### config.mk
export PLATFORM = sky130hd
export DESIGN_NAME = kpg_pipe_adder
export DESIGN_NICKNAME = d
export VERILOG_FILES = /design/src/rtl/kpg_pipe_adder.sv
export SDC_FILE = /design/constraint.sdc
export NUM_CORES = 1
export LEC_CHECK = 0
export ABC_AREA = 1
export BUFFER_PORTS_ARGS = -buffer_cell sky130_fd_sc_hd__buf_4
export CAP_MARGIN = 10
export CORE_MARGIN = 2
export CORE_UTILIZATION = 32
export DETAILED_ROUTE_END_ITERATION = 10
export PLACE_DENSITY = 0.48
export SYNTH_ARGS = -nofsm -noshare
export SYNTH_HDL_FRONTEND = slang
export SYNTH_SLANG_ARGS = --single-unit
### constraint.sdc
create_clock -name clk -period 8.48 [get_ports clk]
set_input_delay 1.696 -clock clk [delete_from_list [all_inputs] [get_ports clk]]
set_output_delay 1.696 -clock clk [all_outputs]
set_load 0.02 [all_outputs]
### src/rtl/kpg_pipe_adder.sv
// Pipelined Kogge-Stone KPG adder/subtractor with valid/ready handshake.
// Carry-in is folded into bit 0, so ceil(log2(WIDTH)) combine levels suffice.
module kpg_pipe_adder #(
    parameter int WIDTH         = 24,
    parameter int LVL_PER_STAGE = 2,
    parameter int TAG_W         = 4
) (
    input  logic             clk,
    input  logic             reset,
    input  logic             in_valid,
    output logic             in_ready,
    input  logic [WIDTH-1:0] a,
    input  logic [WIDTH-1:0] b,
    input  logic [1:0]       k_in,
    input  logic             sub,
    input  logic [TAG_W-1:0] tag,
    output logic             out_valid,
    input  logic             out_ready,
    output logic [WIDTH:0]   sum,
    output logic [TAG_W-1:0] out_tag,
    output logic             busy
);

    localparam int LEVELS = $clog2(WIDTH);
    localparam int NPS    = (LEVELS + LVL_PER_STAGE - 1) / LVL_PER_STAGE;

    logic             en;
    logic [WIDTH-1:0] bEff;
    logic [WIDTH-1:0] genIn;
    logic [WIDTH-1:0] propIn;
    logic             cinIn;

    logic [WIDTH-1:0] gReg   [NPS];
    logic [WIDTH-1:0] pReg   [NPS];
    logic [WIDTH-1:0] hsReg  [NPS];
    logic             cinReg [NPS];
    logic [TAG_W-1:0] tagReg [NPS];
    logic [NPS-1:0]   vReg;

    logic [WIDTH-1:0] gNext  [NPS];
    logic [WIDTH-1:0] pNext  [NPS];
    logic [WIDTH-1:0] gLast;
    logic [WIDTH-1:0] carry;
    logic [WIDTH:0]   sumNext;

    assign en       = ~out_valid | out_ready;
    assign in_ready = en;
    assign busy     = (|vReg) | out_valid;

    // Per-bit generate/propagate, with the carry-in absorbed into bit 0
    always_comb begin
        bEff     = sub ? ~b : b;
        cinIn    = sub | k_in[1] | k_in[0];
        genIn    = a & bEff;
        propIn   = a ^ bEff;
        genIn[0] = genIn[0] | (propIn[0] & cinIn);
    end

    // Prefix combine: stage s applies the levels assigned to its group
    always_comb begin : prefix
        logic [WIDTH-1:0] gv;
        logic [WIDTH-1:0] pv;
        logic [WIDTH-1:0] gt;
        logic [WIDTH-1:0] pt;
        gv = '0;
        pv = '0;
        gt = '0;
        pt = '0;
        for (int s = 0; s < NPS; s++) begin
            gv = gReg[s];
            pv = pReg[s];
            for (int l = 0; l < LEVELS; l++) begin
                if (l / LVL_PER_STAGE == s) begin
                    gt = gv;
                    pt = pv;
                    for (int i = 0; i < WIDTH; i++) begin
                        if (i >= (1 << l)) begin
                            gt[i] = gv[i] | (pv[i] & gv[i-(1<<l)]);
                            pt[i] = pv[i] & pv[i-(1<<l)];
                        end
                    end
                    gv = gt;
                    pv = pt;
                end
            end
            gNext[s] = gv;
            pNext[s] = pv;
        end
    end

    // Final sum from group generates; bit 0 carry is the raw carry-in
    always_comb begin
        gLast   = gNext[NPS-1];
        carry   = {gLast[WIDTH-2:0], cinReg[NPS-1]};
        sumNext = {gLast[WIDTH-1], hsReg[NPS-1] ^ carry};
    end

    // Pipeline registers: all stages advance together or hold together
    always_ff @(posedge clk) begin
        if (reset) begin
            vReg      <= '0;
            out_valid <= 1'b0;
            sum       <= '0;
            out_tag   <= '0;
            for (int s = 0; s < NPS; s++) begin
                gReg[s]   <= '0;
                pReg[s]   <= '0;
                hsReg[s]  <= '0;
                cinReg[s] <= 1'b0;
                tagReg[s] <= '0;
            end
        end else if (en) begin
            vReg[0]   <= in_valid;
            gReg[0]   <= genIn;
            pReg[0]   <= {propIn[WIDTH-1:1], 1'b0};
            hsReg[0]  <= propIn;
            cinReg[0] <= cinIn;
            tagReg[0] <= tag;
            for (int s = 1; s < NPS; s++) begin
                vReg[s]   <= vReg[s-1];
                gReg[s]   <= gNext[s-1];
                pReg[s]   <= pNext[s-1];
                hsReg[s]  <= hsReg[s-1];
                cinReg[s] <= cinReg[s-1];
                tagReg[s] <= tagReg[s-1];
            end
            out_valid <= vReg[NPS-1];
            sum       <= sumNext;
            out_tag   <= tagReg[NPS-1];
        end
    end

endmodule
==> results.py, run 1 <==
metrics = {
    "logic_synthesis": {
        "seq_area_frac_synth_pct": 64.6,
        "synth.cell_area_mm2": 0.00972,
        "synthCells": 982,
        "synth_area_per_cell_um2": 9.90,
        "yosys_warnings": 0,
        "ys_ff_latch": 220,
        "synth_nets": 1065,
        "yosysUniqueCellTypes": 18,
    },
    "sta": {
        "layout_setup_ws_ns": 4.59,
        "finalHoldViolCount": 0,
        "setup_tns_ns": 0,
        "fmax_mhz": 257,
        "finalSetupViolations": 0,
        "rsz0062_at_grt": "no",
        "slew-limit-headroom_pct": 28.6,
        "slew_viol_final": 0,
        "whs_ns": 0.433,
        "finalCritPeriodShare_pct": 45.9,
        "worst_pin_slew_ns": 1.07,
        "min_period_ns": 3.89,
        "skew_ns": 0.00676,
    },
    "clock_tree": {
        "cts_max_level": 1,
        "clock-sinks": 220,
        "numCtsBuffers": 25,
        "holdBufCountCts": 0,
        "postCtsSetupBuffers": 0,
        "ctsResizeCount": 0,
        "cts_tree": "built",
        "worst_skew_pair.late_latency_ns": 0.51,
        "clockBufferDepth": 3,
        "clk_pin_slew_ns": 0.06,
        "clock-root-buffer": "clkbuf_16",
    },
    "grt": {
        "gr-usage-all-layers_pct": 12.7,
        "grt_start_max_net_pins": 105,
        "grt_pass1_vias": 6023,
        "antenna_found_initial": 0,
        "grt_use_met2_pct": 20.7,
        "top_usage_layer": "met2",
        "use_met1_pct": 17.5,
        "use_met3_pct": 1.96,
        "overflow": 0,
        "grt_first_pass_wirelength_mm": 31.6,
    },
    "worst_setup_path": {
        "worst-endpoint-arrival_ns": 2.20,
        "path_common_cell": "buf_4",
        "startpoint_type": "input port",
        "path_buf_inv": 3,
        "cp_slowest_cell": "buf_4",
        "crit_type": "in -> out",
        "path_max_fanout": 4,
        "cp-end-kind": "primary output",
        "required_ns": 6.78,
        "path_cells": "buf_4, inv_1, nand2_2, buf_4",
        "cp_top_family": "buffers and inverters",
        "crit_path_max_incr_delay_ns": 0.19,
    },
    "pwr": {
        "peakVddDrop_uv": 122,
        "power.internal_w": 0.00194,
        "combPwrFrac_pct": 7.4,
        "switchingPower_w": 0.000568,
        "leakagePower_nw": 5.29,
        "swShare_pct": 22.7,
        "power.density_mw_per_mm2": 216,
        "power.share.clock_pct": 41.6,
        "pwr-share-seq_pct": 51.0,
    },
    "floorplanning": {
        "die_h_um": 178,
        "core.rowCount": 63,
        "die_w_um": 178,
        "ioPinCount": 91,
        "start_util_pct": 32.6,
        "die_area_mm2": 0.0318,
        "core_area_mm2": 0.0298,
    },
    "routing": {
        "first_pass_iters": 5,
        "drt-wirelength-per-cell_um": 13.3,
        "drc": 0,
        "via_per_inst": 4.20,
        "wl_mm": 19.6,
        "dr_total_vias": 6217,
        "ant_nets": 0,
        "drtIter0Drc": 409,
    },
    "placement": {
        "hpwl_mm": 13.3,
        "dpl_worst_slack_ns": 4.02,
        "globalplace.congestion": 0.785,
        "dp_cells": 1438,
        "io_buffer_count": 90,
    },
    "layout": {
        "n_antenna_cell": 0,
        "nets": 1158,
        "fin_cells": 1481,
        "area_delta_synth_final_pct": 19.2,
        "drive_gt1_share_pct": 12.5,
    },
    "outcome": {
        "status": "finished clean",
    },
    "hold_path": {
        "worstHoldPathType": "reg -> reg",
    },
    "flow_run": {
        "cap_viol_max_count": 0,
    },
}
==> logic make-up after synthesis <==
group                    after synthesis  share of synthesized area (%)
AND/OR/NAND/NOR                      395                           15.7
XOR/XNOR                              41                           3.70
AO/OA/AOI/OAI                         72                           3.72
adder cells (fa/ha/maj)               24                           3.09
flip-flops                           220                           64.6
buffers and inverters                230                           9.21
==> Yosys cell counts (all sizes together) <==
library cell	number	area share, %
inv	202	7.8
nand2	196	7.6
edfxtp	187	58
nor2	170	6.6
a21oi	51	2.6
dfxtp	33	6.8
buf	25	1.3
ha	24	3.1
xor2	24	2.2
o21ai	20	1.0
nand3	17	0.88
xnor2	17	1.5
nor3	12	0.62
clkbuf	3	0.12
a31oi	1	0.064
==> cell usage in the layout, fill, tap and decap left out <==
master / n
nand2_1: 194
nand3_1: 17
inv_1: 201
nor2_1: 169
a21oi_1: 50
inv_6: 1
o21ai_0: 17
nor2_2: 1
buf_4: 94
nor3_1: 12
clkinv_2: 7
nand2_2: 1
bufinv_16: 3
xnor2_1: 17
edfxtp_1: 187
dfxtp_1: 33
ha_1: 24
clkinvlp_4: 2
a31oi_1: 1
clkinv_1: 6
o21ai_1: 3
nand2_8: 1
xor2_1: 24
a21oi_2: 1
clkbuf_16: 25
==> state kept, by name, indices dropped and copies added, names as in the netlist <==
name       count
gReg          72
hsReg         72
pReg          28
sum           25
tagReg        12
out_tag        4
cinReg         3
vReg           3
out_valid      1
==> power by group through the flow <==
stage | logic [W] | clock network, W | registers (W)
final | 0.000185 | 0.00104 | 0.00128
after global routing | 0.000216 | 0.00112 | 0.00129
after CTS | 0.000191 | 0.00107 | 0.00128
after detailed placement | 0.000190 | 0 | 0.00130
after global placement | 0.000189 | 0 | 0.00130
after floorplan | 0.000115 | 0 | 0.00129
==> through the flow <==
step	instance area (um2)	power [W]	utilization [%]
after floorplan	9720	0.00141	-
after global routing	11600	0.00262	38.9
after global placement	10800	0.00149	36.2
after detailed placement	10800	0.00149	36.2
final	11600	0.00251	38.9
after CTS	11600	0.00254	38.9
==> worst min-delay path, stage by stage (launching register included) <==
cell      delay [ns]
edfxtp_1        0.32
nand2_1         0.05
nand2_1         0.04
==> layout make-up <==
| type | instances | area [um2] |
|---|---|---|
| timing repair buffer | 94 | 706 |
| clock inverter | 18 | 163 |
| tap | 390 | 488 |
| fill | 3015 | 18200 |
| inverter | 202 | 763 |
| clock buffer | 25 | 626 |
| sequential | 220 | 6280 |
| multi-input combinational | 532 | 2560 |
==> routing by layer <==
metal	share of wire (%)	vias up
met4	1.9	0
met3	4.7	31
met5	0	-
met2	47	110
met1	46	2832
li1	-	3244
==> worst paths after layout <==
path,startpoint,to,slack [ns],cells after the start
setup reg to reg,out_valid,hsReg[0][14],5.58,5
hold reg to reg,tagReg[2][1],out_tag[1],0.43,2
setup / recovery,out_ready,in_ready,4.59,4
hold / removal,tagReg[2][1],out_tag[1],0.43,2
(Power assumes the default switching activity.)
==> inputs of run 2 (changes only) <==
PLACE_DENSITY = 0.5   (was 0.48)
clock period = 3.44 ns   (was 8.48 ns; I/O delays follow)
==> results.py, run 2 (synthesis results as in run 1) <==
metrics = {
    "layout": {
        "drive_gt1_share_pct": 12.5,
        "area_delta_synth_final_pct": 20.3,
        "final_cell_mix": "200 x inv_1, 194 x nand2_1, 187 x edfxtp_1, 169 x nor2_1, 98 x buf_4",
        "regArea_mm2": 0.00628,
        "n_antenna_cell": 0,
        "fin_cells": 1491,
        "final_common_cell": "inv_1",
        "fin_util_pct": 39.2,
        "fillers": 2972,
        "nets": 1166,
        "multi_input_area_mm2": 0.00258,
        "reg_top3": "gReg (72), hsReg (72), pReg (28)",
    },
    "worst_setup_path": {
        "crit_start": "out_valid",
        "path_cells": "nor2_1, nand3_1, buf_4",
        "cp_top_family": "flip-flops",
        "required_ns": 2.75,
        "r2r-end": "hsReg[0][70]",
        "worst-endpoint-arrival_ns": 1.29,
        "worst-path-stages": 3,
        "path_buf_inv": 1,
        "r2r_start": "out_valid",
        "reg2reg_depth": 4,
        "crit_end": "busy",
        "crit_path_max_incr_delay_ns": 0.48,
        "crit_type": "reg -> out",
        "startpoint_type": "register",
        "cp_slowest_cell": "dfxtp_1",
        "path_max_fanout": 4,
        "cp-end-kind": "primary output",
        "r2r_slack_ns": 1.54,
    },
    "floorplanning": {
        "die_area_mm2": 0.0318,
        "core.rowCount": 63,
        "die_h_um": 178,
        "die_w_um": 178,
        "ioPinCount": 91,
        "start_util_pct": 32.6,
        "core_area_mm2": 0.0298,
    },
    "sta": {
        "layout_setup_ws_ns": 1.46,
        "finalCritPeriodShare_pct": 57.6,
        "min_period_ns": 1.98,
        "finalSetupViolations": 0,
        "slew-limit-headroom_pct": 42.0,
        "worst_pin_slew_ns": 0.871,
        "slew_viol_final": 0,
        "rsz0062_at_grt": "no",
        "skew_ns": 0.00765,
        "finalHoldViolCount": 0,
        "fmax_mhz": 505,
    },
    "clock_tree": {
        "clock-root-buffer": "clkbuf_16",
        "numCtsBuffers": 25,
        "cts_tree": "built",
        "postCtsSetupBuffers": 0,
        "cts_max_level": 1,
        "ctsResizeCount": 0,
        "clk_pin_slew_ns": 0.06,
        "clockBufferDepth": 3,
        "holdBufCountCts": 0,
        "clock-sinks": 220,
        "worst_skew_pair.late_latency_ns": 0.51,
    },
    "routing": {
        "first_pass_iters": 5,
        "ant_nets": 0,
        "drc": 0,
        "drt-wirelength-per-cell_um": 13.1,
        "drtIter0Drc": 531,
        "via_per_inst": 4.23,
        "wl_mm": 19.6,
        "dr_total_vias": 6312,
    },
    "hold_path": {
        "worstHoldPathType": "in -> reg",
        "whs_path_depth": 3,
    },
    "placement": {
        "io_buffer_count": 90,
        "hpwl_mm": 13.7,
        "globalplace.congestion": 0.813,
        "dp_cells": 1446,
        "dpl_worst_slack_ns": 1.14,
    },
    "pwr": {
        "finalPower_w": 0.00606,
        "leakagePower_nw": 5.33,
        "peakVddDrop_uv": 327,
        "power.density_mw_per_mm2": 518,
    },
    "grt": {
        "overflow": 0,
        "grt_start_max_net_pins": 119,
        "grt_first_pass_wirelength_mm": 31.3,
        "grt_pass1_vias": 6159,
        "gr-usage-all-layers_pct": 12.6,
        "antenna_found_initial": 0,
    },
    "outcome": {
        "status": "finished clean",
    },
    "flow_run": {
        "cap_viol_max_count": 0,
    },
}
[run 2: where the power goes]
part           internal (W)  total (W)  switching (W)
clock network       0.00145    0.00244       0.000988
registers           0.00305    0.00315       0.000103
logic              0.000197   0.000467       0.000270
[run 2: metal layers]
metal  vias up  track usage, %  share of wire [%]
li1       3270               -                  -
met1      2889            16.9                 46
met2       123            21.1                 46
met3        30            2.00                5.1
met4         0            3.73                2.1
met5         -               0                  0
[run 2: how the worst min path moves through the flow]
stage / endpoint / slack [ns] / start
global route: vReg[0] / 0.37 / in_valid
detailed placement: out_tag[1] / 0.42 / tagReg[2][1]
floorplan: out_tag[0] / 0.41 / tagReg[2][0]
finish: vReg[0] / 0.38 / in_valid
CTS: vReg[0] / 0.37 / in_valid
global placement: out_tag[1] / 0.42 / tagReg[2][1]
[run 2: final cells by class]
class	instances	area share [%]
clock buffers	37	5.91
clock inverters	8	0.503
inverters	202	6.66
multi-input cells	532	22.1
flip-flops and latches	220	53.7
well taps	390	4.17
repair buffers	102	6.98
[run 2: through the flow]
step | TNS (ns) | hold slack [ns] | area [um2]
after floorplan | -132.31 | 0.412 | 9760
after global placement | 0 | 0.420 | 10900
after detailed placement | 0 | 0.420 | 10900
after CTS | 0 | 0.365 | 11700
after global routing | 0 | 0.367 | 11700
final | 0 | 0.378 | 11700
[run 2: worst register-to-register path, cell delays in order (launching register included)]
cell,delay [ns]
dfxtp_1,0.48
nand2_8,0.11
nor2_4,0.15
clkinvlp_4,0.44
buf_4,0.43
